$ cat src/rtl/sbox_pkg.sv
// Shared definitions for the S-box word sequencer and its key-schedule caller.
package sbox_pkg;

  localparam int BYTE_W = 8;

  // Sequencer control states.
  typedef enum logic [1:0] {
    SEQ_IDLE = 2'd0,
    SEQ_RUN  = 2'd1,
    SEQ_DONE = 2'd2
  } seq_state_e;

  // AES key-expansion round constants, lane-0 byte of Rcon[i+1].
  localparam logic [BYTE_W-1:0] AES_RCON [0:9] = '{
    8'h01, 8'h02, 8'h04, 8'h08, 8'h10,
    8'h20, 8'h40, 8'h80, 8'h1B, 8'h36
  };

endpackage

$ cat src/rtl/sbox_word_sequencer.sv
// Streams one word through a shared byte-wide S-box lane by lane (lane 0 =
// most significant byte), optionally rotating first and XORing an Rcon byte
// into lane 0 afterwards, then presents the reassembled word.
//
// Handshakes: every channel (w_*, r_*, sb_i*, sb_o*) transfers on a rising
// edge where valid and ready are both high. Once raised, this block's valid
// outputs and their data stay stable until the transfer; all outputs come
// from registers or state decode, never combinationally from inputs.
module sbox_word_sequencer
  import sbox_pkg::*;
#(
  parameter int NB = 4
) (
  input  logic                 clk,
  input  logic                 rst_n,
  input  logic                 w_valid,
  output logic                 w_ready,
  input  logic [NB*BYTE_W-1:0] w_data,
  input  logic                 w_rot,
  input  logic [BYTE_W-1:0]    w_rcon,
  output logic                 r_valid,
  input  logic                 r_ready,
  output logic [NB*BYTE_W-1:0] r_data,
  output logic [BYTE_W-1:0]    sb_idata,
  output logic                 sb_ivalid,
  input  logic                 sb_iready,
  input  logic [BYTE_W-1:0]    sb_odata,
  input  logic                 sb_ovalid,
  output logic                 sb_oready,
  output logic                 err,
  output seq_state_e           dbg_state_o
);

  localparam int WORD_W = NB * BYTE_W;
  localparam int CW     = $clog2(NB + 1);

  seq_state_e                  state_q, state_d;
  logic [NB-1:0][BYTE_W-1:0]   word_q, word_d;
  logic [NB-1:0][BYTE_W-1:0]   res_q, res_d;
  logic [BYTE_W-1:0]           rcon_q, rcon_d;
  logic [CW-1:0]               icnt_q, icnt_d;
  logic [CW-1:0]               ccnt_q, ccnt_d;
  logic                        err_q, err_d;

  logic                        in_run;
  logic                        issue_ok;
  logic                        collect_ok;
  logic [BYTE_W-1:0]           issue_byte;

  assign in_run     = (state_q == SEQ_RUN);
  // Counters saturate at NB, so these also stop traffic once a word is done.
  assign issue_ok   = in_run && (icnt_q < CW'(NB));
  assign collect_ok = in_run && (ccnt_q < CW'(NB));

  // Select the lane currently being offered to the S-box.
  always_comb begin
    issue_byte = '0;
    for (int k = 0; k < NB; k++) begin
      if (icnt_q == CW'(k)) issue_byte = word_q[NB-1-k];
    end
  end

  // Next-state, counter, lane-write and error-flag logic.
  always_comb begin
    state_d = state_q;
    word_d  = word_q;
    res_d   = res_q;
    rcon_d  = rcon_q;
    icnt_d  = icnt_q;
    ccnt_d  = ccnt_q;
    err_d   = err_q;

    // A result byte nobody asked for is dropped but remembered as an error.
    if (sb_ovalid && !collect_ok) err_d = 1'b1;

    unique case (state_q)
      SEQ_IDLE: begin
        if (w_valid) begin
          word_d  = w_rot ? {w_data[WORD_W-BYTE_W-1:0], w_data[WORD_W-1 -: BYTE_W]}
                          : w_data;
          rcon_d  = w_rcon;
          icnt_d  = '0;
          ccnt_d  = '0;
          state_d = SEQ_RUN;
        end
      end
      SEQ_RUN: begin
        if (issue_ok && sb_iready) icnt_d = icnt_q + CW'(1);
        if (sb_ovalid && collect_ok) begin
          // More results than issues means the S-box broke ordering/count.
          if (ccnt_q == icnt_q) err_d = 1'b1;
          for (int k = 0; k < NB; k++) begin
            if (ccnt_q == CW'(k)) res_d[NB-1-k] = sb_odata;
          end
          ccnt_d = ccnt_q + CW'(1);
          if (ccnt_q == CW'(NB-1)) begin
            res_d[NB-1] = res_d[NB-1] ^ rcon_q;
            state_d     = SEQ_DONE;
          end
        end
      end
      SEQ_DONE: begin
        if (r_ready) state_d = SEQ_IDLE;
      end
      default: state_d = SEQ_IDLE;
    endcase
  end

  // State and datapath registers; reset clears everything immediately.
  always_ff @(posedge clk or negedge rst_n) begin
    if (!rst_n) begin
      state_q <= SEQ_IDLE;
      word_q  <= '0;
      res_q   <= '0;
      rcon_q  <= '0;
      icnt_q  <= '0;
      ccnt_q  <= '0;
      err_q   <= 1'b0;
    end else begin
      state_q <= state_d;
      word_q  <= word_d;
      res_q   <= res_d;
      rcon_q  <= rcon_d;
      icnt_q  <= icnt_d;
      ccnt_q  <= ccnt_d;
      err_q   <= err_d;
    end
  end

  assign w_ready     = (state_q == SEQ_IDLE);
  assign r_valid     = (state_q == SEQ_DONE);
  assign r_data      = res_q;
  assign sb_ivalid   = issue_ok;
  assign sb_idata    = issue_ok ? issue_byte : '0;
  assign sb_oready   = collect_ok;
  assign err         = err_q;
  assign dbg_state_o = state_q;

endmodule

$ cat config.mk
export PLATFORM = sky130hd
export DESIGN_NAME = sbox_word_sequencer
export DESIGN_NICKNAME = d
export VERILOG_FILES = /design/src/rtl/sbox_pkg.sv /design/src/rtl/sbox_word_sequencer.sv
export SDC_FILE = /design/constraint.sdc
export NUM_CORES = 1
export LEC_CHECK = 0
export CAP_MARGIN = 20
export CORE_UTILIZATION = 50
export DETAILED_ROUTE_END_ITERATION = 8
export MAX_ROUTING_LAYER = met4
export PLACE_DENSITY = 0.78
export SYNTH_ARGS = -nofsm -noshare
export SYNTH_HDL_FRONTEND = slang
export SYNTH_SLANG_ARGS = --single-unit
$ cat constraint.sdc
create_clock -name clk -period 2.1 [get_ports clk]
set_input_delay 0.21 -clock clk [delete_from_list [all_inputs] [get_ports clk]]
set_output_delay 0.21 -clock clk [all_outputs]
set_load 0.01 [all_outputs]
Yosys cells after proc, flatten, opt, wreduce, memory -nomap -nowiden
Index checks and enable logic that the tools add are counted.

storage, ports and cells
  word-level logic and storage cells = 74
  ROM bits = 0
  input bits = 55
  memories = 0
  latch bits = 0
  memory bits (writable) = 0
  register bits after elaboration = 81
  output and inout port bits = 47

operators by class
  reductions and logical operators = 18
  order comparisons = 2
  divide/modulo/power cells = 0
  multiply operators = 0
  shift-type cells = 0
  add/sub/neg operators = 2
  bitwise operators = 1
  equality and inequality tests = 14
  multiplexer cells = 24

operators with widths
  kind                   count
  $mux W8                9
  $mux W32               1
  $reduce_and A3 Y1      5
  $eq A3 B2 Y1 const B   4
  $pmux W3 S2            2
  $mux W3                3
  $mux W2                4
  $ne A2 B1 Y1 const B   4
  $xor A8 B8 Y8          1
  $add A3 B1 Y3 const B  2
  $eq A3 B1 Y1 const B   2
  $logic_not A3 Y1       2
  $lt A3 B3 Y1 const B   2
  $pmux W2 S3            1
  $logic_and A1 B1 Y1    5
  $mux W1                4
  $reduce_and A2 Y1      2
  $reduce_and A4 Y1      1
  $eq A3 B3 Y1           1
  $eq A2 B1 Y1 const B   1
  $eq A2 B2 Y1 const B   1
  $logic_not A2 Y1       1
  $ne A2 B2 Y1 const B   1
  $reduce_bool A2 Y1     1
  $logic_not A1 Y1       1

Longest topological paths before layout
Gate-level depths: netlist of run 1.

  depth in word-level cells = 8
  mapped depth = 8
  mapped depth without buffers = 6

Worst setup path after synthesis of run 1
OpenSTA, ideal clock, no wires.

  path kind = register to output
  from = register icnt_q[0]
  to = output port sb_idata[0]
  cell stages (with the launch flop) = 7
  setup slack = 0.311 ns
  arrival = 1.579 ns
  buffers on the path = 1
  data required time = 1.890 ns
  cells stage by stage = dfrtp_1 > ha_1 > ha_1 > clkbuf_1 > nor2_1 > a32oi_1 > nor2_1

between the ends
  longest elaborated chain between the ends = 6
  elaborated cells between the ends (all ways) = 11
  classes of those cells = 1 x order compare; 3 x eq/ne; 5 x mux; 2 x reduce/logical

RTL lines
  element                   line                        text
  start: declaration        sbox_word_sequencer.sv:41   logic [CW-1:0] icnt_q, icnt_d;
  start signal: assignment  sbox_word_sequencer.sv:124  icnt_q <= icnt_d;
  $logic_not A3 Y1          sbox_word_sequencer.sv:59   if (icnt_q == CW'(k)) issue_byte = word_q[NB-1-k];
  $mux W8 (4 in a row)      sbox_word_sequencer.sv:59
  $mux W8 (*)               sbox_word_sequencer.sv:134  assign sb_idata = issue_ok ? issue_byte : '0;
  end: declaration          sbox_word_sequencer.sv:24   output logic [BYTE_W-1:0] sb_idata,

Every way passes the cells marked *; elsewhere a longest branch is shown, timed or not.

Worst setup path after layout of run 1
Ends and elaborated chain as after synthesis.

==> impl_metrics.py, run 1 <==
metrics = {
    "final_layout": {
        "antenna_cells": 0,
        "layout.nets": 577,
        "final_layout_size_suffix_gt1_frac": 0.182,
        "area.growth.synth_to_final_pct": 32.9,
        "num-fill-cells": 627,
        "area.sequential_um2": 2030,
        "multi_input_combinational_cell_area_um2": 2100,
    },
    "placement": {
        "port_buffers": 101,
        "place_worst_setup_slack_ps": -260,
        "placed_wire_length_estimate_after_detailed_placement_um": 7080,
        "gp_congestion": 0.783,
    },
    "grt": {
        "first_pass_grt_wire_length_um": 16800,
        "tot_gr_track_use": 0.255,
        "grt_start_max_net_pins": 76,
        "via_count_of_the_first_global_routing_pass": 3518,
        "antenna_found_initial": 0,
        "grt_overflow": 0,
    },
    "routing": {
        "firstDrtPassIters": 4,
        "drt.antenna.violating_nets": 0,
        "postRouteWirelength_um": 10300,
        "detail_route.vias_per_cell": 5.55,
        "routed-via-count": 3452,
        "drc": 0,
        "initialDrtViolationCount": 103,
        "wl_per_cell_um": 16.5,
    },
    "die": {
        "rows": 33,
        "initial_utilization": 0.515,
        "die-width_um": 94.0,
        "dieArea_um2": 8840,
        "top_level_ports": 102,
        "core-area_um2": 8220,
        "floorplan_die_height_um": 94.0,
    },
    "yosys": {
        "synthDominantAreaCellType": "sky130_fd_sc_hd__dfrtp_1",
        "cell_area_after_synthesis_um2": 4240,
        "synth_edf_count": 0,
        "synth.top_cells.by_count": "86 x sky130_fd_sc_hd__nand2_1, 81 x sky130_fd_sc_hd__dfrtp_1, 34 x sky130_fd_sc_hd__o21ai_0",
        "post_synth_num_cell_types": 39,
        "synth_top_area_frac": 0.479,
        "ys_seq_elements": 81,
        "async_flop_share": 1.00,
        "synthesis.instances": 408,
        "syn_nets": 473,
        "synth_warnings": 0,
        "postSynth.topFlopCell": "sky130_fd_sc_hd__dfrtp_1",
        "synth.most_common_cell": "sky130_fd_sc_hd__nand2_1",
        "ys_top_cells_by_area": "sky130_fd_sc_hd__dfrtp_1 48%, sky130_fd_sc_hd__nand2_1 7.6%, sky130_fd_sc_hd__mux2i_1 7.6%",
        "synth-seq-area-share": 0.479,
        "post_synth.cell_area_avg_um2": 10.4,
    },
    "setup_path": {
        "timing.critical_path.required_ps": 1890,
        "cp-start-kind": "flip-flop",
        "cp_slowest_stage_delay_ps": 450,
        "worst-setup-path-type": "flip-flop to primary output",
        "cpMaxStageDelayCell": "sky130_fd_sc_hd__dfrtp_2",
        "critical_path_cell_by_cell": "buf_6 -> ha_4 -> ha_4 -> nor2_4 -> buf_6 -> a32oi_1 -> nor2_1 -> buf_2",
        "crit_path_end_kind": "primary output",
        "cp_data_arrival_time_ps": 1890,
        "cp_max_fo": 8,
    },
    "sta": {
        "fin_ws_ps": 2.90,
        "report.final.hold_viol_count": 0,
        "fin_skew_ps": 13.5,
        "maxSlewViolCount": 0,
        "achievable-frequency_mhz": 477,
        "final.period_utilization": 0.999,
        "setup_viol": 0,
        "fin_hold_ws_ps": 373,
        "timing.final.crit_period_ps": 2100,
        "slew_headroom": 0.600,
        "rsz0062_at_grt": "yes",
        "timing_worst_slew_pin_value_ps": 600,
    },
    "clock_tree": {
        "cts_inserted_buffers": 9,
        "clk-insertion-delay-late_ps": 360,
        "cts-htree-levels": 3,
        "clock_path_buffers": 2,
        "clock-root-buffer": "sky130_fd_sc_hd__clkbuf_8",
        "clock_sinks": 81,
        "clock_tree_from_tritoncts": "done",
        "clock_pin_slew_on_the_worst_setup_and_hold_paths_ps": 90,
    },
    "hold_path": {
        "holdCritPathClass": "primary input to flip-flop",
    },
    "power": {
        "power_per_cell_area_nw_per_um2": 1350,
        "worst_ir_drop_vdd_mv": 0.562,
        "leakage_nw": 2.57,
    },
    "run": {
        "drv.max_cap_violation_count": 0,
    },
    "status": {
        "run_status": "finished, final reports clean",
    },
}
## cell usage in the layout (no fill, tap or decap), drive strengths merged, types with 6 or more instances in the layout
| master | synthesis | final |
|---|---|---|
| a21oi | 8 | 8 |
| nor3 | 17 | 17 |
| clkdlybuf4s50 | 0 | 91 |
| nand2b | 9 | 9 |
| inv | 8 | 10 |
| nand3 | 6 | 6 |
| buf | 20 | 26 |
| ha | 10 | 10 |
| o21ai | 34 | 34 |
| a32oi | 8 | 8 |
| dfrtp | 81 | 81 |
| nand2 | 88 | 88 |
| a2111oi | 8 | 8 |
| mux2i | 32 | 32 |
| a221o | 8 | 8 |
| clkbuf | 5 | 9 |
| nor2 | 28 | 28 |
| mux2 | 24 | 24 |
## state kept, by name, summed over array words and instances (netlist names)
| signal | count |
|---|---|
| icnt_q | 3 |
| rcon_q | 8 |
| err | 1 |
| dbg_state_o | 2 |
| r_data | 32 |
| ccnt_q | 3 |
| word_q | 32 |
## layout make-up
| class | instances | area share |
|---|---|---|
| well taps | 105 | 0.0233 |
| repair buffers | 118 | 0.201 |
| multi-input cells | 294 | 0.373 |
| flip-flops and latches | 81 | 0.361 |
| clock inverters | 7 | 0.0140 |
| clock buffers | 9 | 0.0220 |
| inverters | 8 | 0.00533 |
## path summary, 6_finish.rpt
kind | from | end | slack (ps) | cells past startpoint
min in group asynchronous | rst_n | ccnt_q[0] | 390 | 2
max in group asynchronous | rst_n | rcon_q[6] | 1100 | 3
worst max register to register | ccnt_q[0] | r_data[28] | 190 | 6
worst min register to register | err | err | 470 | 1
worst max-delay path | icnt_q[0] | sb_idata[0] | 3 | 8
worst min-delay path | w_rcon[4] | rcon_q[4] | 370 | 3
## per-layer routing
metal | vias to the layer above | part of all wire | global-route usage
met4 | 0 | 0.018 | 0.104
met1 | 1669 | 0.42 | 0.311
met3 | 21 | 0.056 | 0.0461
li1 | 1631 | - | -
met5 | - | 0 | -
met2 | 131 | 0.50 | 0.419
## where the power goes
part,internal (mW),switching [mW]
clock network,0.562,0.614
logic,1.86,1.77
registers,2.28,0.516
## timing repair
item / in CTS / in global routing
setup buffers: 1 / 3
endpoints found under the setup margin: 9 / 13
hold buffers: 1 / 0
gates resized for setup: 44 / 13
pin swaps: 8 / 10
hold endpoints to repair: 41 / 0
## worst max-delay path, delay by kind of cell (launching register included)
| kind | cells | cell delay, ps |
|---|---|---|
| buffers and inverters | 3 | 430 |
| flip-flops | 1 | 450 |
| adder cells (fa/ha/maj) | 2 | 330 |
| AND/OR/NAND/NOR | 2 | 250 |
| AO/OA/AOI/OAI | 1 | 90 |
## cells by family (layout without fill, tap and decap cells)
group	count (synthesis)	in the layout	synth area share
AOI/OAI and AO/OA	73	73	0.117
xor gates and xnor gates	2	2	0.00414
and+or+nand+nor	153	153	0.171
muxes	56	56	0.154
DFF	81	81	0.479
buffers and inverters	33	142	0.0464
adders and majority gates	10	10	0.0295
## through the flow
step                total power [mW]   util  TNS, ps  cell area, µm²  instances
finish                          7.59  0.685        0            5630        622
global route                    8.12  0.685     -407            5630        622
CTS                             7.47  0.676    -3.78            5550        619
detailed placement              6.23  0.648    -1740            5320        601
global placement                6.05  0.648    -1660            5320        601
floorplan                       4.85      -        0            4240        408
Note: power is estimated with default switching activity, not from simulation.
==> run 2, diff against run 1 <==
GPL_ROUTABILITY_DRIVEN = 0   (was unset)
==> results of run 2 <==
The final DEF is identical to that of run 1; final timing and power are the same.
==> run 3, diff against run 2 <==
CORE_UTILIZATION = 55   (was 50)
DONT_BUFFER_PORTS = 1   (was unset)
GPL_TIMING_DRIVEN = 0   (was unset)
PLACE_DENSITY = 0.68   (was 0.78)
==> run 3 against run 2 <==
Net effect:
- the run now ends with setup timing left
- global-route usage rose by 0.99 points
- sequential power grew 6%
- critical path type unchanged
- final area fell by 13%
- worst hold slack got worse by 370 ps
- flip-flop and latch count did not move
- first-iteration DRC count rose by 30%
- largest cell class unchanged
- wire length is 2.7% lower
==> impl_metrics.py, run 3 (synthesis results as in run 1) <==
metrics = {
    "status": {
        "run_status": "finished with violations",
        "failed_checks": "setup timing",
    },
    "setup_path": {
        "cp_max_fo": 8,
        "regToRegStartpoint": "ccnt_q[0]",
        "slack_of_the_worst_reg_to_reg_path_ps": 330,
        "cpMaxStageDelayCell": "sky130_fd_sc_hd__dfrtp_2",
        "cp_slowest_stage_delay_ps": 450,
        "crit_buf_inv": 2,
        "crit_path_end_kind": "primary output",
        "cp-start-kind": "flip-flop",
        "critical_path.top_delay_family": "compound AO/OA/AOI/OAI gates",
        "critical_path_cell_by_cell": "inv_2 -> ha_4 -> buf_6 -> nor2b_4 -> a221o_1 -> a32oi_1 -> nor2_2",
        "timing.critical_path.required_ps": 1890,
        "worst-setup-path-type": "flip-flop to primary output",
        "crit_start": "icnt_q[1]",
        "cp_data_arrival_time_ps": 1950,
    },
    "power": {
        "worst_ir_drop_vdd_mv": 0.514,
        "finalPower_mw": 6.86,
        "power_per_cell_area_nw_per_um2": 1400,
        "leakage_nw": 2.26,
    },
    "final_layout": {
        "layout.core_utilization": 0.666,
        "layout.nets": 507,
        "layout_common_cells": "86 x sky130_fd_sc_hd__nand2_1, 79 x sky130_fd_sc_hd__dfrtp_1, 34 x sky130_fd_sc_hd__o21ai_0",
        "final_layout_size_suffix_gt1_frac": 0.210,
        "antenna_cells": 0,
        "area.growth.synth_to_final_pct": 15.3,
        "most_frequent_standard_cell_in_the_layout_excluding_fill_and_tap_cells": "sky130_fd_sc_hd__nand2_1",
    },
    "die": {
        "die-width_um": 89.8,
        "floorplan_die_height_um": 89.8,
        "dieArea_um2": 8060,
        "top_level_ports": 102,
        "initial_utilization": 0.578,
        "core-area_um2": 7330,
        "rows": 31,
    },
    "sta": {
        "achievable-frequency_mhz": 464,
        "final.period_utilization": 1.03,
        "fin_skew_ps": 10.3,
        "report.final.hold_viol_count": 0,
        "slew_headroom": 0.654,
        "timing_worst_slew_pin_value_ps": 517,
        "timing.final.crit_period_ps": 2160,
        "rsz0062_at_grt": "yes",
        "maxSlewViolCount": 0,
        "fin_ws_ps": -56.8,
        "setup_viol": 2,
    },
    "routing": {
        "drt.antenna.violating_nets": 0,
        "initialDrtViolationCount": 134,
        "firstDrtPassIters": 4,
        "detail_route.vias_per_cell": 5.88,
        "wl_per_cell_um": 18.3,
        "routed-via-count": 3211,
        "postRouteWirelength_um": 9990,
        "drc": 0,
    },
    "grt": {
        "grt.met2_usage": 0.442,
        "tot_gr_track_use": 0.265,
        "first_pass_grt_wire_length_um": 16500,
        "global_route_met3_utilization": 0.0541,
        "via_count_of_the_first_global_routing_pass": 3340,
        "grt_start_max_net_pins": 82,
        "grt_overflow": 0,
        "antenna_found_initial": 0,
        "grt_util_met1": 0.325,
        "gr-max-usage-layer": "met2",
    },
    "clock_tree": {
        "clock_sinks": 81,
        "clock-root-buffer": "sky130_fd_sc_hd__clkbuf_8",
        "cts-htree-levels": 3,
        "clock_path_buffers": 2,
        "clock_pin_slew_on_the_worst_setup_and_hold_paths_ps": 80,
        "clk-insertion-delay-late_ps": 350,
        "clock_tree_from_tritoncts": "done",
        "cts_inserted_buffers": 9,
    },
    "hold_path": {
        "holdCritPathClass": "primary input to flip-flop",
        "holdCritStartpoint": "sb_odata[3]",
    },
    "run": {
        "drv.max_cap_violation_count": 0,
    },
    "placement": {
        "placed_wire_length_estimate_after_detailed_placement_um": 6860,
        "port_buffers": 0,
    },
}
run 3: changes by cell type in the layout (fill, tap and decap cells not counted), moves of 2 or more:
| cell | delta |
|---|---|
| sky130_fd_sc_hd__buf_2 | +3 |
| sky130_fd_sc_hd__buf_4 | -6 |
| sky130_fd_sc_hd__clkbuf_1 | +4 |
| sky130_fd_sc_hd__clkdlybuf4s50_1 | -91 |
| sky130_fd_sc_hd__clkinv_4 | -2 |
| sky130_fd_sc_hd__clkinvlp_4 | +2 |
| sky130_fd_sc_hd__dlygate4sd3_1 | +20 |
| sky130_fd_sc_hd__ha_1 | +3 |
| sky130_fd_sc_hd__ha_4 | -3 |
| sky130_fd_sc_hd__nor2_1 | -8 |
| sky130_fd_sc_hd__nor2_2 | +8 |
run 3: through the flow:
stage | area, µm² | hold slack [ps] | setup WS [ps] | setup TNS (ps) | std cells
6_report | 4880 | 7.03 | -56.8 | -57.9 | 546
4_1_cts | 4810 | -466 | 14.7 | 0 | 542
5_1_grt | 4880 | 0.0789 | -75.5 | -415 | 546
3_5_place_dp | 4360 | -83.9 | -168 | -1250 | 507
3_3_place_gp | 4360 | -83.9 | -181 | -1270 | 507
2_1_floorplan | 4240 | -85.6 | 311 | 0 | 408
run 3: report_power, final:
group,internal [mW],switching (mW)
Clock,0.555,0.604
Combinational,1.25,1.49
Sequential,2.28,0.681
Total,4.08,2.78
run 3: worst reg2reg max path: cells and delay by family (launching register included):
family	cells	cell delay (ps)
compound gates	1	440
fa+ha+maj	2	320
buf+inv	1	190
flops	1	460
simple gates	2	240
run 3: path summary, 6_finish.rpt:
kind,cells past startpoint,to
min,1,r_data[11]
max in group asynchronous,2,word_q[24]
max,7,sb_idata[1]
max reg2reg,6,r_data[26]
min reg2reg,2,word_q[13]
min in group asynchronous,2,icnt_q[0]
run 3: final cells by class:
cell class                 count  area, µm²
clock inverter                 6       67.6
buffer                        23        171
multi-input combinational    294       2070
inverter                       8       30.0
clock buffer                  10        128
fill                         556       2450
timing repair buffer          25        258
sequential                    81       2030
tap                           99        124
run 3: layer usage:
metal | vias up | part of all wire
li1 | 1495 | -
met1 | 1582 | 0.43
met2 | 125 | 0.50
met3 | 9 | 0.061
met4 | 0 | 0.011
met5 | - | 0
run 3: what timing repair did:
item                                    in CTS  in global routing
cloned                                       1                  0
pin swaps                                    5                  2
buffers inserted                             2                  0
hold endpoints to repair                   107                 83
endpoints found under the setup margin       8                  8
gates resized for setup                     22                  3
hold buffers                                18                  4
